**config.mk**
```make
export PLATFORM = sky130hd
export DESIGN_NAME = cycle_phase_tracker
export DESIGN_NICKNAME = d
export VERILOG_FILES = /design/src/rtl/cycle_phase_tracker.sv
export SDC_FILE = /design/constraint.sdc
export NUM_CORES = 1
export LEC_CHECK = 0
export CAP_MARGIN = 5
export CORE_MARGIN = 2
export CORE_UTILIZATION = 50
export CTS_CLUSTER_SIZE = 25
export DETAILED_ROUTE_END_ITERATION = 8
export PLACE_DENSITY = 0.84
export REMOVE_ABC_BUFFERS = 1
export SETUP_SLACK_MARGIN = 0.2
export SLEW_MARGIN = 20
export SYNTH_ARGS = -nofsm -noshare
export SYNTH_HDL_FRONTEND = slang
export SYNTH_SLANG_ARGS = --single-unit
```
**constraint.sdc**
```tcl
create_clock -name clk -period 2.6 [get_ports clk]
set_input_delay 0.78 -clock clk [delete_from_list [all_inputs] [get_ports clk]]
set_output_delay 0.78 -clock clk [all_outputs]
set_load 0.02 [all_outputs]
```
**src/rtl/cycle_phase_tracker.sv**
```systemverilog
`default_nettype none
// ============================================================================
//  Module   : cycle_phase_tracker
//  Purpose  : Receive side of the bus-cycle strobe set (cycsel/mhz4/addrsel/
//             latch). Recovers the 8-clk bus-cycle phase, declares lock after
//             a run of clean frames and counts frames that break the pattern.
//  Revision : 1.0 - initial release
// ============================================================================
module cycle_phase_tracker #(
  parameter int unsigned LOCK_FRAMES   = 4,
  parameter int unsigned UNLOCK_FRAMES = 2,
  parameter logic [7:0]  CYC_PATTERN   = 8'b00001111,
  parameter logic [7:0]  M4_PATTERN    = 8'b00110011,
  parameter logic [7:0]  AS_PATTERN    = 8'b00011110,
  parameter bit          CHECK_AS      = 1'b1
) (
  input  logic       clk,
  input  logic       res,
  input  logic       cycsel_in,
  input  logic       mhz4_in,
  input  logic       addrsel_in,
  input  logic       latch_in,
  output logic [2:0] phase,
  output logic       frame_start,
  output logic       locked,
  output logic       lost,
  output logic       latch_q,
  output logic [7:0] err_count
);

  localparam logic [3:0] C_LOCK_FRAMES   = 4'(LOCK_FRAMES);
  localparam logic [3:0] C_UNLOCK_FRAMES = 4'(UNLOCK_FRAMES);

  typedef enum logic [1:0] {
    ST_HUNT   = 2'd0,
    ST_CHECK  = 2'd1,
    ST_LOCKED = 2'd2
  } state_t;

  // Input sample stage
  logic s_cyc_q, s_m4_q, s_as_q, s_lat_q, s_cyc_prev_q;

  // Tracker state
  state_t     state_q, state_d;
  logic [2:0] phase_q, phase_d;
  logic       frame_start_q, frame_start_d;
  logic       locked_q, locked_d;
  logic       lost_q, lost_d;
  logic       lat_out_q;
  logic [7:0] err_q, err_d;
  logic [3:0] good_q, good_d;
  logic [3:0] bad_run_q, bad_run_d;
  logic       frame_bad_q, frame_bad_d;

  // Combinational helpers
  logic [2:0] w_phase_nxt;
  logic [2:0] w_phase_sel;
  logic       w_mismatch;
  logic       w_frame_bad_now;
  logic [7:0] w_err_inc;

  // Capture the strobes once; keep the previous cycsel for edge detection
  always_ff @(posedge clk) begin
    if (res) begin
      s_cyc_q      <= 1'b0;
      s_m4_q       <= 1'b0;
      s_as_q       <= 1'b0;
      s_lat_q      <= 1'b0;
      s_cyc_prev_q <= 1'b0;
    end else begin
      s_cyc_q      <= cycsel_in;
      s_m4_q       <= mhz4_in;
      s_as_q       <= addrsel_in;
      s_lat_q      <= latch_in;
      s_cyc_prev_q <= s_cyc_q;
    end
  end

  // Phase being processed at this edge and its pattern comparison
  always_comb begin
    w_phase_nxt     = phase_q + 3'd1;
    w_phase_sel     = (state_q == ST_HUNT) ? 3'd0 : w_phase_nxt;
    w_mismatch      = (s_cyc_q != CYC_PATTERN[w_phase_sel])
                    | (s_m4_q  != M4_PATTERN[w_phase_sel])
                    | (CHECK_AS & (s_as_q != AS_PATTERN[w_phase_sel]));
    w_frame_bad_now = frame_bad_q | w_mismatch;
    w_err_inc       = (err_q == 8'hFF) ? err_q : err_q + 8'd1;
  end

  // Next-state logic: edge search, phase tracking and frame accounting
  always_comb begin
    state_d       = state_q;
    phase_d       = phase_q;
    frame_start_d = 1'b0;
    locked_d      = locked_q;
    lost_d        = 1'b0;
    err_d         = err_q;
    good_d        = good_q;
    bad_run_d     = bad_run_q;
    frame_bad_d   = frame_bad_q;

    case (state_q)
      ST_HUNT: begin
        phase_d     = 3'd0;
        locked_d    = 1'b0;
        frame_bad_d = 1'b0;
        if (s_cyc_q && !s_cyc_prev_q) begin
          // This sample is phase 0 and is matched right away
          frame_start_d = 1'b1;
          state_d       = ST_CHECK;
          good_d        = 4'd0;
          bad_run_d     = 4'd0;
          frame_bad_d   = w_mismatch;
        end
      end

      ST_CHECK, ST_LOCKED: begin
        phase_d       = w_phase_nxt;
        frame_start_d = (w_phase_nxt == 3'd0);
        frame_bad_d   = w_frame_bad_now;
        if (w_phase_nxt == 3'd7) begin
          frame_bad_d = 1'b0;
          if (w_frame_bad_now) begin
            err_d = w_err_inc;
          end
          if (state_q == ST_CHECK) begin
            if (w_frame_bad_now) begin
              state_d = ST_HUNT;
              good_d  = 4'd0;
            end else if ((good_q + 4'd1) == C_LOCK_FRAMES) begin
              state_d   = ST_LOCKED;
              locked_d  = 1'b1;
              good_d    = 4'd0;
              bad_run_d = 4'd0;
            end else begin
              good_d = good_q + 4'd1;
            end
          end else begin
            if (!w_frame_bad_now) begin
              bad_run_d = 4'd0;
            end else if ((bad_run_q + 4'd1) == C_UNLOCK_FRAMES) begin
              state_d   = ST_HUNT;
              locked_d  = 1'b0;
              lost_d    = 1'b1;
              bad_run_d = 4'd0;
            end else begin
              bad_run_d = bad_run_q + 4'd1;
            end
          end
        end
      end

      default: begin
        state_d = ST_HUNT;
      end
    endcase
  end

  // Tracker state and registered outputs
  always_ff @(posedge clk) begin
    if (res) begin
      state_q       <= ST_HUNT;
      phase_q       <= 3'd0;
      frame_start_q <= 1'b0;
      locked_q      <= 1'b0;
      lost_q        <= 1'b0;
      lat_out_q     <= 1'b0;
      err_q         <= 8'd0;
      good_q        <= 4'd0;
      bad_run_q     <= 4'd0;
      frame_bad_q   <= 1'b0;
    end else begin
      state_q       <= state_d;
      phase_q       <= phase_d;
      frame_start_q <= frame_start_d;
      locked_q      <= locked_d;
      lost_q        <= lost_d;
      lat_out_q     <= s_lat_q;
      err_q         <= err_d;
      good_q        <= good_d;
      bad_run_q     <= bad_run_d;
      frame_bad_q   <= frame_bad_d;
    end
  end

  assign phase       = phase_q;
  assign frame_start = frame_start_q;
  assign locked      = locked_q;
  assign lost        = lost_q;
  assign latch_q     = lat_out_q;
  assign err_count   = err_q;

endmodule
`default_nettype wire

```
==> flow_metrics.tcl, run 1 <==
set metrics [dict create \
    cp_max_fo 6 \
    max_freq_ghz 0.4069 \
    worst_setup_path_start_kind "flip-flop" \
    whs_ps 451.1 \
    clock_latency_ps 320 \
    clkTransAtPathRegs_ps 100 \
    die_y_um 63.80 \
    syn_area_um2 1788 \
    grt_max_degree 27 \
    syn2layout_area_growth_pct 28.76 \
    netlist_instances 213 \
    setup_violations 0 \
    rows 21 \
    endpoint_kind "flip-flop" \
    synthAdderAreaFrac 0.07698 \
    yosys_most_used_dff "dfxtp_1" \
    status "finished, final reports clean" \
    yosysTopAreaCell "dfxtp_1" \
    synth_area_leaders "dfxtp_1 35%, ha_1 7.7%, nand3_1 4.5%, nor2b_1 4.2%, a21oi_1 3.9%" \
    synth-edff-count 0 \
    multi_input_area_um2 1189 \
    ys_ff_latch 31 \
    final_cell_count_no_fill 291 \
    ys_seq_area_frac 0.3471 \
    min_period_ps 2458 \
    ant_nets 0 \
    cts_tree "built" \
    diodes 0 \
    layout_common_cells "28 x dfxtp_1, 20 x clkdlybuf4s50_1, 16 x nand3_1, 15 x nor2_1, 14 x a21oi_1" \
    grt_usage 0.2070 \
    antenna_found_initial 0 \
    place_congestion 0.8471 \
    place_ws_ps 51.32 \
    num_vias 1753 \
    arrival_ps 2680 \
    grt-ovfl-total 0 \
    routed_wl_um 4382 \
    synthMuxAreaShare 0.01190 \
    core_area_um2 3390 \
    synth_area_per_cell_um2 8.394 \
    fin_nets 262 \
    path_class "flip-flop to flip-flop" \
    synthArstFlopShare 0 \
    ff_latch_area_um2 626.9 \
    viasPerCell 6.024 \
    dieArea_um2 4070 \
    synth_cell_types 48 \
    leakage_nw 0.8439 \
    synth_xor_area_frac 0.02379 \
    synthSimpleGateAreaFrac 0.2687 \
    grt_setup_unrepaired "false" \
    skew_ps 7.250 \
    cts_root_buf "clkbuf_4" \
    power_mw 0.9815 \
    drc 0 \
    slew_viol_final 0 \
    ys.warnings.count 0 \
    finalHoldViolations 0 \
    timing.slew.headroom 0.6566 \
    critPathRequiredTime_ps 2830 \
    max_slew.worst_pin.slew_ps 510.4 \
    hold_start "s_lat_q$_SDFF_PP0_" \
    synth_compound_area_frac 0.2239 \
    cts_sinks 31 \
    mostFrequentLayoutCell "dfxtp_1" \
    io_buffers 20 \
    r2r-start "phase[0]$_SDFFE_PP0N_" \
    drive_gt1_frac 0.1673 \
    fillers 269 \
    dp.final_hpwl_um 2888 \
    wl_per_cell_um 15.06 \
    hp-class "flip-flop to flip-flop" \
    grt_pass1_wl_um 6789 \
    synth_top_cell_area_share 0.3471 \
    crit_start "phase[0]$_SDFFE_PP0N_" \
    clock_path_buffers 2 \
    placed_cells 282 \
    drt_iter0_markers 110 \
    first_global_vias 1497 \
    numCtsBuffers 5 \
    synth_top_family_by_area "simple AND/OR/NAND/NOR gates" \
    ir_drop_mv 0.2703 \
    setup_slack_ps 142.1 \
    p_per_area_nw_per_um2 426.3 \
    io_pins 21 \
    dieWidth_um 63.80 \
    cts_hold_buf 0 \
    maxCapViolations 0 \
    first_pass_iters 4 \
    htreeDepth 2 \
    initial_core_util 0.5275 \
    period_share 0.9453 \
]
[critical path, stage by stage, from the launching register on]
cell and delay, ps:
dfxtp_4 390, inv_1 90, ha_4 270, xor2_2 180, nor4_2 280, a311oi_4 80, buf_4 190, nor4_1 450
a2111oi_1 150, o32ai_1 280
[sequential cells by signal, indices dropped and copies added, names as in the netlist]
signal	flops
good_q	4
state_q	2
s_cyc_prev_q	1
lost	1
s_cyc_q	1
s_lat_q	1
frame_bad_q	1
phase	3
latch_q	1
s_m4_q	1
s_as_q	1
bad_run_q	4
frame_start	1
locked	1
err_count	8
[through the flow]
stage	setup TNS (ps)	instance area, um^2	utilization
2_1_floorplan	-271.9	1752	-
6_report	0	2302	0.6792
4_1_cts	0	2213	0.6530
5_1_grt	0	2302	0.6792
3_3_place_gp	0	2100	0.6194
3_5_place_dp	0	2100	0.6194
[per-layer routing]
layer,GRT usage,wire [um],part of all wire,vias up
li1,-,-,-,852
met1,0.2813,1906,0.43,808
met2,0.3216,2044,0.47,74
met3,0.03697,293,0.067,19
met4,0.08967,138,0.031,0
met5,0,0,0,-
[cell usage after synthesis, types with 6 or more instances]
| library cell | instances |
|---|---|
| a21oi_1 | 14 |
| o31ai_1 | 9 |
| nor2_1 | 15 |
| nand2_1 | 9 |
| nor4_1 | 7 |
| clkbuf_1 | 6 |
| dfxtp_1 | 31 |
| nand3_1 | 16 |
| nor3_1 | 8 |
| inv_1 | 13 |
| nor2b_1 | 12 |
| ha_1 | 11 |
[power breakdown]
part / internal, mW / switching (mW)
Sequential: 0.484 / 0.0113
Clock: 0.198 / 0.157
Combinational: 0.0567 / 0.0743
[cell type report]
cell class	instances	share of cell area
multi-input cells	160	0.5163
flip-flops and latches	31	0.2723
repair buffers	34	0.1342
well taps	46	0.02500
inverters	13	0.02120
clock buffers	6	0.01793
clock inverters	1	0.01304
[cells by family after synthesis]
group / after synthesis
compound gates: 54
xor+xnor: 4
fa+ha+maj: 11
buf+inv: 22
flops: 31
mux: 2
simple gates: 89
[path summary, 6_finish.rpt]
kind                               to  slack [ps]  cells past startpoint
setup / recovery  locked$_SDFFE_PP0P_         140                      9
hold / removal     latch_q$_SDFF_PP0_         450                      1
setup reg to reg  locked$_SDFFE_PP0P_         140                      9
hold reg to reg    latch_q$_SDFF_PP0_         450                      1
[what timing repair did]
action                     CTS  global route
setup endpoints to repair   15            17
pin swaps                    1             2
buffers inserted             1             1
resized for setup            8            14
(Power assumes the default switching activity.)
==> inputs of run 2 (changes only) <==
--- a/config.mk
+++ b/config.mk
@@ -7,10 +7,10 @@
 export LEC_CHECK = 0
 export CAP_MARGIN = 5
 export CORE_MARGIN = 2
-export CORE_UTILIZATION = 50
+export CORE_UTILIZATION = 35
 export CTS_CLUSTER_SIZE = 25
 export DETAILED_ROUTE_END_ITERATION = 8
-export PLACE_DENSITY = 0.84
+export PLACE_DENSITY = 0.63
 export REMOVE_ABC_BUFFERS = 1
 export SETUP_SLACK_MARGIN = 0.2
 export SLEW_MARGIN = 20
==> constraint.sdc (replaced) <==
create_clock -name clk -period 3.2 [get_ports clk]
set_input_delay 0.96 -clock clk [delete_from_list [all_inputs] [get_ports clk]]
set_output_delay 0.96 -clock clk [all_outputs]
set_load 0.02 [all_outputs]
==> run 2 against run 1 <==
Against the previous run: first-iteration DRC count up 8.2%; critical endpoint is now err_count[4]$_SDFFE_PP0P_; critical path depth down 1; sequential cell count unchanged; clock power up 13%; critical path type unchanged; maximum frequency down 7.7%; global-route usage down 5.5 points; via count down 7.4%; core utilization down 24 points; sequential share of layout area up 1.1 points; sequential power down 19%; setup slack better by 390 ps; highest routed layer unchanged.
==> flow_metrics.tcl, run 2 (same netlist as run 1, synthesis figures left out) <==
set metrics [dict create \
    status "finished, final reports clean" \
    fillers 537 \
    first_global_vias 1467 \
    place_ws_ps 560.4 \
    drc 0 \
    io_pins 21 \
    cp_cell_sequence "ha_1 > xor2_1 > mux2i_1 > xnor2_2 > nor3_2 > buf_4 > or4_1 > a21oi_1" \
    largest_register_ffs 8 \
    max_freq_ghz 0.3754 \
    antenna_found_initial 0 \
    dieArea_um2 5696 \
    finalHoldViolations 0 \
    grt_pass1_wl_um 6672 \
    cts_tree "built" \
    htreeDepth 2 \
    numCtsBuffers 5 \
    grt_setup_unrepaired "false" \
    tns_ps 0 \
    p_int_mw 0.6811 \
    timing.slew.headroom 0.5906 \
    multi_input_area_um2 1082 \
    drt_iter0_markers 119 \
    reg2reg_setup_slack_ps 540 \
    grt-ovfl-total 0 \
    crit_slowest_cell "or4_1" \
    die_y_um 75.48 \
    cp_max_fo 14 \
    max_slew.worst_pin.slew_ps 608.5 \
    p_switching_mw 0.2093 \
    core_area_um2 5010 \
    cts_hold_buf 0 \
    dr_wl_met2_um 1795 \
    grt_max_degree 18 \
    skew_ps 8.218 \
    cts_setup_buffers 0 \
    io_buffers 20 \
    critPathRequiredTime_ps 3420 \
    worst_setup_path_start_kind "flip-flop" \
    clkPwrFrac 0.450 \
    initial_core_util 0.3569 \
    maxCapViolations 0 \
    ctsResizeCount 0 \
    min_period_ps 2664 \
    combPwrFrac 0.099 \
    dieWidth_um 75.48 \
    place_congestion 0.8027 \
    grt_usage 0.1518 \
    viasPerCell 5.290 \
    layout_common_cells "31 x dfxtp_1, 20 x clkdlybuf4s50_1, 16 x nand3_1, 15 x nor2_1, 14 x a21oi_1" \
    num_vias 1624 \
    syn2layout_area_growth_pct 22.74 \
    first_pass_iters 4 \
    dp.final_hpwl_um 2897 \
    routed_wl_um 3866 \
    arrival_ps 2880 \
    ant_nets 0 \
    mostFrequentLayoutCell "dfxtp_1" \
    drive_gt1_frac 0.08017 \
    switching_share 0.2351 \
    period_share 0.8324 \
    leakage_nw 0.8125 \
    endpoint_kind "flip-flop" \
    diodes 0 \
    cpPeakStageDelay_ps 500 \
    p_per_area_nw_per_um2 405.7 \
    fin_nets 253 \
    ir_drop_mv 0.1729 \
    setup_violations 0 \
    ff_latch_area_um2 620.6 \
    cts_root_buf "clkbuf_8" \
    clock_path_buffers 2 \
    wl_per_cell_um 12.59 \
    path_class "flip-flop to flip-flop" \
    top_layer "met4" \
    slew_viol_final 0 \
    hp-class "flip-flop to flip-flop" \
    clock_latency_ps 290 \
    cts_sinks 31 \
    rows 26 \
    wl_met3_um 106 \
    seq_power_share 0.451 \
    clkTransAtPathRegs_ps 70 \
    met1_length_um 1888 \
    setup_slack_ps 536.3 \
]
run 2: area by class of cell:
class,instances,area share
clock buffer,6,0.03763
inverter,13,0.02223
sequential,31,0.2828
multi-input combinational,160,0.4932
tap,70,0.03991
timing repair buffer,25,0.1083
clock inverter,2,0.01596
run 2: critical path, delay by kind of cell, from the launching register on:
family,cells,cell delay [ps]
muxes,1,370
adders and majority gates,1,280
DFF,1,450
xor gates and xnor gates,2,560
and+or+nand+nor,2,600
buffers and inverters,1,190
AOI/OAI and AO/OA,1,160
run 2: worst paths after layout:
| check | depth (start not counted) | to | from |
|---|---|---|---|
| setup / recovery | 8 | err_count[4]$_SDFFE_PP0P_ | phase[0]$_SDFFE_PP0N_ |
| setup reg to reg | 8 | err_count[4]$_SDFFE_PP0P_ | phase[0]$_SDFFE_PP0N_ |
| hold / removal | 1 | latch_q$_SDFF_PP0_ | s_lat_q$_SDFF_PP0_ |
| hold reg to reg | 1 | latch_q$_SDFF_PP0_ | s_lat_q$_SDFF_PP0_ |
run 2: metal layers:
layer	up-vias	global-route usage
met5	-	0
met2	23	0.2309
met1	758	0.2003
met3	8	0.04233
li1	835	-
met4	0	0.06823
run 2: stage by stage:
step | hold slack (ps) | cell area [um^2] | instances | util | power [mW]
2_1_floorplan | 413.8 | 1752 | 204 | - | 0.4644
3_3_place_gp | 422.8 | 2077 | 299 | 0.4146 | 0.4971
3_5_place_dp | 423.9 | 2077 | 299 | 0.4146 | 0.4980
4_1_cts | 440.2 | 2195 | 307 | 0.4381 | 0.9041
5_1_grt | 471.3 | 2195 | 307 | 0.4381 | 0.9357
6_report | 434.7 | 2195 | 307 | 0.4381 | 0.8904
run 2: power groups by stage:
stage          clock network (mW)  logic [mW]  registers, mW
6_report                    0.401      0.0879          0.401
5_1_grt                     0.435      0.0980          0.403
4_1_cts                     0.415      0.0880          0.401
3_5_place_dp                    0      0.0877          0.410
3_3_place_gp                    0      0.0874          0.410
2_1_floorplan                   0      0.0535          0.411
